**src/rtl/sys_array_result_streamer.sv**
```systemverilog
// Captures the ARRAY_W x ARRAY_W result matrix on a rising res_ready_i edge and streams it row-major over valid/ready.
// Optional macro SYS_ARRAY_STREAM_SAT_EN: signed saturation of each element to OUT_WIDTH instead of truncation.
module sys_array_result_streamer #(
  parameter int DATA_WIDTH = 8,
  parameter int ARRAY_W    = 4,
  parameter int OUT_WIDTH  = 16
) (
  input  logic                                                  clk,
  input  logic                                                  reset_n,
  input  logic                                                  res_ready_i,
  input  logic [0:ARRAY_W-1][0:ARRAY_W-1][2*DATA_WIDTH-1:0]     res_data_i,
  output logic                                                  m_valid,
  input  logic                                                  m_ready,
  output logic [OUT_WIDTH-1:0]                                  m_data,
  output logic [$clog2(ARRAY_W)-1:0]                            m_row,
  output logic [$clog2(ARRAY_W)-1:0]                            m_col,
  output logic                                                  m_last,
  output logic                                                  busy,
  output logic                                                  overrun
);

  localparam int ELEM_W = 2 * DATA_WIDTH;
  localparam int NUM    = ARRAY_W * ARRAY_W;
  localparam int IDX_W  = $clog2(ARRAY_W);
  localparam int FLAT_W = $clog2(NUM);
  localparam logic [IDX_W-1:0] LAST_IDX = IDX_W'(ARRAY_W - 1);

`ifdef SYS_ARRAY_STREAM_SAT_EN
  localparam logic signed [ELEM_W-1:0] SAT_MAX =
    {{(ELEM_W - OUT_WIDTH + 1){1'b0}}, {(OUT_WIDTH - 1){1'b1}}};
  localparam logic signed [ELEM_W-1:0] SAT_MIN =
    {{(ELEM_W - OUT_WIDTH + 1){1'b1}}, {(OUT_WIDTH - 1){1'b0}}};
`endif

  typedef enum logic {
    ST_IDLE   = 1'b0,
    ST_STREAM = 1'b1
  } state_t;

  function automatic logic [OUT_WIDTH-1:0] conv_elem(input logic [ELEM_W-1:0] elem);
    logic [OUT_WIDTH-1:0] res;
`ifdef SYS_ARRAY_STREAM_SAT_EN
    if ($signed(elem) > SAT_MAX) begin
      res = SAT_MAX[OUT_WIDTH-1:0];
    end else if ($signed(elem) < SAT_MIN) begin
      res = SAT_MIN[OUT_WIDTH-1:0];
    end else begin
      res = elem[OUT_WIDTH-1:0];
    end
`else
    res = elem[OUT_WIDTH-1:0];
`endif
    return res;
  endfunction

  state_t                 state_reg, state_next;
  logic                   rdy_q_reg;
  logic [IDX_W-1:0]       row_reg, row_next;
  logic [IDX_W-1:0]       col_reg, col_next;
  logic                   m_valid_reg, m_valid_next;
  logic [OUT_WIDTH-1:0]   m_data_reg, m_data_next;
  logic                   m_last_reg, m_last_next;
  logic                   overrun_reg, overrun_next;
  logic                   load_shadow;

  logic [ELEM_W-1:0]      shadow_reg [0:NUM-1];
  logic [OUT_WIDTH-1:0]   conv_shadow [0:NUM-1];

  logic                   capture_ev;
  logic                   handshake;
  logic [IDX_W-1:0]       row_step, col_step;
  logic [FLAT_W-1:0]      step_idx;
  logic [OUT_WIDTH-1:0]   step_data;
  logic                   step_last;
  logic [OUT_WIDTH-1:0]   first_data;

  assign capture_ev = res_ready_i & ~rdy_q_reg;
  assign handshake  = m_valid_reg & m_ready;

  // Shadow is pure datapath: no reset needed, only ever read after a capture.
  always_ff @(posedge clk) begin
    if (load_shadow) begin
      for (int i = 0; i < NUM; i++) begin
        shadow_reg[i] <= res_data_i[i / ARRAY_W][i % ARRAY_W];
      end
    end
  end

  genvar gi;
  generate
    for (gi = 0; gi < NUM; gi++) begin : g_conv
      assign conv_shadow[gi] = conv_elem(shadow_reg[gi]);
    end
  endgenerate

  // Position of the element that follows the current one.
  assign col_step  = (col_reg == LAST_IDX) ? '0 : col_reg + 1'b1;
  assign row_step  = (col_reg == LAST_IDX) ? row_reg + 1'b1 : row_reg;
  assign step_idx  = FLAT_W'(row_step) * FLAT_W'(ARRAY_W) + FLAT_W'(col_step);
  assign step_data = conv_shadow[step_idx];
  assign step_last = (row_step == LAST_IDX) && (col_step == LAST_IDX);

  // Element [0][0] bypasses the shadow so the first beat appears one cycle after capture.
  assign first_data = conv_elem(res_data_i[0][0]);

  always_comb begin
    state_next   = state_reg;
    row_next     = row_reg;
    col_next     = col_reg;
    m_valid_next = m_valid_reg;
    m_data_next  = m_data_reg;
    m_last_next  = m_last_reg;
    overrun_next = overrun_reg;
    load_shadow  = 1'b0;

    case (state_reg)
      ST_IDLE: begin
        if (capture_ev) begin
          load_shadow  = 1'b1;
          state_next   = ST_STREAM;
          row_next     = '0;
          col_next     = '0;
          m_valid_next = 1'b1;
          m_data_next  = first_data;
          m_last_next  = 1'b0;
        end
      end
      ST_STREAM: begin
        if (handshake && m_last_reg) begin
          if (capture_ev) begin
            load_shadow  = 1'b1;
            row_next     = '0;
            col_next     = '0;
            m_valid_next = 1'b1;
            m_data_next  = first_data;
            m_last_next  = 1'b0;
          end else begin
            state_next   = ST_IDLE;
            row_next     = '0;
            col_next     = '0;
            m_valid_next = 1'b0;
            m_data_next  = '0;
            m_last_next  = 1'b0;
          end
        end else begin
          if (capture_ev) begin
            overrun_next = 1'b1;
          end
          if (handshake) begin
            row_next    = row_step;
            col_next    = col_step;
            m_data_next = step_data;
            m_last_next = step_last;
          end
        end
      end
      default: begin
        state_next   = ST_IDLE;
        m_valid_next = 1'b0;
      end
    endcase
  end

  always_ff @(posedge clk or negedge reset_n) begin
    if (!reset_n) begin
      state_reg   <= ST_IDLE;
      rdy_q_reg   <= 1'b1;
      row_reg     <= '0;
      col_reg     <= '0;
      m_valid_reg <= 1'b0;
      m_data_reg  <= '0;
      m_last_reg  <= 1'b0;
      overrun_reg <= 1'b0;
    end else begin
      state_reg   <= state_next;
      rdy_q_reg   <= res_ready_i;
      row_reg     <= row_next;
      col_reg     <= col_next;
      m_valid_reg <= m_valid_next;
      m_data_reg  <= m_data_next;
      m_last_reg  <= m_last_next;
      overrun_reg <= overrun_next;
    end
  end

  assign m_valid = m_valid_reg;
  assign m_data  = m_data_reg;
  assign m_row   = row_reg;
  assign m_col   = col_reg;
  assign m_last  = m_last_reg;
  assign busy    = (state_reg == ST_STREAM);
  assign overrun = overrun_reg;

endmodule

```
**config.mk**
```make
export PLATFORM = sky130hd
export DESIGN_NAME = sys_array_result_streamer
export DESIGN_NICKNAME = d
export VERILOG_FILES = /design/src/rtl/sys_array_result_streamer.sv
export SDC_FILE = /design/constraint.sdc
export NUM_CORES = 1
export LEC_CHECK = 0
export CAP_MARGIN = 20
export CORE_ASPECT_RATIO = 2
export CORE_MARGIN = 4
export CORE_UTILIZATION = 32
export CTS_CLUSTER_DIAMETER = 100
export DETAILED_ROUTE_END_ITERATION = 8
export PLACE_DENSITY_LB_ADDON = 0.25
export SLEW_MARGIN = 5
export SYNTH_ARGS = -nofsm -noshare
export SYNTH_HDL_FRONTEND = slang
export SYNTH_SLANG_ARGS = --single-unit
export TNS_END_PERCENT = 5
```
**constraint.sdc**
```tcl
create_clock -name clk -period 16.3 [get_ports clk]
set_clock_uncertainty 0.15 [all_clocks]
set_input_delay 1.63 -clock clk [delete_from_list [all_inputs] [get_ports clk]]
set_output_delay 1.63 -clock clk [all_outputs]
set_load 0.005 [all_outputs]
```
==> run_results.csv <==
group,metric,value,unit
status,run_status,"finished clean",
die,dieArea,36900,um2
global_routing,antenna_found_initial,5,
timing,setup_tns,0,ps
critical_path,cpLargestDelayFamily,"buffers and inverters",
critical_path,critPathCaptureType,"output pin",
die,core,33000,um2
clock_network,htreeDepth,1,
synthesis,synth-edff-count,256,
global_routing,grt_max_degree,86,
clock_network,cts_resized,0,
route,postRouteWirelength,30000,um
critical_path,cp_cell_sequence,"buf_4, clkdlybuf4s50_1",
critical_path,worstPathRequired,14520,ps
power_and_ir_drop,p_leak,5.01,nW
route,drt_pre_antenna_iters,4,
timing,period_needed,4620,ps
critical_path,critPathSlowestCell,"dfrtp_4",
clock_network,clk_latency,540,ps
critical_path,crit_fanout,39,
synthesis,ys_seq_area_frac,0.771,
placed_design,numPortBuffers,283,
route,num_vias,6065,
die,die_h,268,um
clock_network,cts.sinks,281,
synthesis,synth_area_leaders,"edfxtp_1 71%, mux4_2 13%, dfrtp_1 5.6%, nand2_1 2.5%, a21oi_1 1.5%",
timing,slew_violations,0,
synthesis,synth_fp_nets,799,
synthesis,netlist.area_leader.share,0.713,
critical_path,slowest_delay,810,ps
placed_design,hpwl,22300,um
cells_and_area,postLayoutCoreUtil,0.455,
synthesis,syn_area_per_cell,20.1,um2
synthesis,synth-main-ff-cell,"edfxtp_1",
timing,grt_setup_unrepaired,"no",
synthesis,ys_types,34,
clock_network,clk_path_buf_depth,3,
flow_run,drv_cap,0,
synthesis,yosysTopAreaCell,"edfxtp_1",
timing,period_share,0.284,
global_routing,grt_pass1_wl,42200,um
critical_path,arrival,2840,ps
power_and_ir_drop,max-vdd-ir-drop,0.000111,V
die,start_util,0.326,
cells_and_area,largest_reg_flops,256,
route,ant_nets,0,
timing,worst-slew-pin-transition,1060,ps
global_routing,grt_usage,0.160,
timing,finalHoldViolCount,0,
die,ios,284,
global_routing,grt_pass1_vias,6968,
clock_network,clk_pin_slew,60,ps
timing,max_freq,0.216,GHz
die,die_x,138,um
cells_and_area,layout-drive-gt1-share,0.143,
synthesis,ys_warn_count,0,
cells_and_area,final_nets,1092,
power_and_ir_drop,power_density,148,nW/um2
critical_path,cp_num_buf_inv,2,
global_routing,grt_overflow,0,
clock_network,post-cts-setup-buffers,0,
critical_path,cp-start-kind,"flip-flop",
min_path,min_path_type,"flip-flop to flip-flop",
synthesis,synthArstFlopShare,0.0890,
route,drtIter0Drc,339,
synthesis,ys_ff_latch,281,
timing,relSlewSlack,0.291,
synthesis,syn-cell-area,10800,um2
synthesis,netlist_instances,537,
timing,setup_viol_count_final,0,
cells_and_area,area_delta_synth_final,39.5,%
clock_network,postCtsHoldBufs,0,
clock_network,cts-root-buf,"clkbuf_16",
route,drc,0,
route,avgRoutedWirePerCell,23.3,um
critical_path,critPathKind,"flip-flop to output pin",
die,row_count,94,
clock_network,cts_tree,"built",
clock_network,cts-buffers-inserted,26,
critical_path,rrSetupSlack,12870,ps
placed_design,gp_congestion,0.801,
route,avgViaCountPerCell,4.71,
[worst paths after layout]
check / from / endpoint / cells after the start
worst min register to register: overrun / overrun / 1
worst max register to register: m_col[0] / m_data[11] / 6
max in group asynchronous: reset_n / rdy_q_reg / 2
worst max-delay path: m_col[0] / m_col[0] / 2
worst min-delay path: overrun / overrun / 1
min in group asynchronous: reset_n / m_data[2] / 2
[cells in the mapped netlist, types with 2 or more instances]
cell and n:
or3_1 15, buf_2 6, dfrtp_1 24, buf_6 4, a21oi_1 32, edfxtp_1 256
a31oi_1 3, a22o_1 15, clkbuf_1 17, nor2_1 2, nand3_1 2, ha_1 2
o21ai_1 3, mux4_2 64, nand2_1 71, nand2b_1 2, nor3b_1 2
[cell usage in the layout (no fill, tap or decap), types with 9 or more instances in the layout]
master / Yosys / final
a21oi_1: 32 / 31
a22o_1: 15 / 15
buf_4: 0 / 9
clkbuf_16: 0 / 27
clkdlybuf4s50_1: 0 / 283
dfrtp_1: 24 / 23
edfxtp_1: 256 / 256
mux4_2: 64 / 64
nand2_1: 71 / 71
or3_1: 15 / 15
[stage by stage]
step	setup slack, ps	cells	instance area (um2)	total power [W]	hold WS [ps]
final	11680	1287	15000	0.00223	360
after global routing	11390	1286	15000	0.00235	382
after CTS	11520	1281	15000	0.00229	369
after detailed placement	11530	1234	14100	0.00165	354
after global placement	11630	1234	14100	0.00166	357
after floorplan	5980	537	10800	0.00133	318
[report_power, final]
group	internal [W]	switching [W]
Combinational	0.000366	0.000357
Clock	0.000364	0.000257
Sequential	0.000835	0.0000475
Total	0.00156	0.000662
[kinds of logic (layout without fill, tap and decap cells)]
family                   count (synthesis)  in the layout  synth area share
flip-flops                             281            281             0.771
AND/OR/NAND/NOR                         97             97            0.0400
multiplexers                            65             65             0.135
AO/OA/AOI/OAI                           62             62            0.0369
buffers and inverters                   28            340            0.0132
adder cells (fa/ha/maj)                  2              2           0.00232
XOR/XNOR                                 2              2           0.00162
other                                    0              6                 0
[metal layers]
metal / share of wire / routed length (um) / vias to the layer above / GRT usage
met5: 0 / 0 / - / 0
met4: 0.035 / 1050 / 0 / 0.0684
met3: 0.059 / 1770 / 44 / 0.0308
met2: 0.61 / 18300 / 200 / 0.327
met1: 0.30 / 8920 / 3052 / 0.145
li1: - / - / 2769 / -
[area by class of cell]
class	count	area, um2
Clock inverter	11	135
Inverter	1	3.75
Timing Repair Buffer	292	2900
Sequential cell	281	8320
Clock buffer	36	739
Antenna cell	6	15.0
Tap cell	432	541
Fill cell	2873	18000
Multi-Input combinational cell	228	2380
No activity file was read; power rests on OpenSTA's default activity.
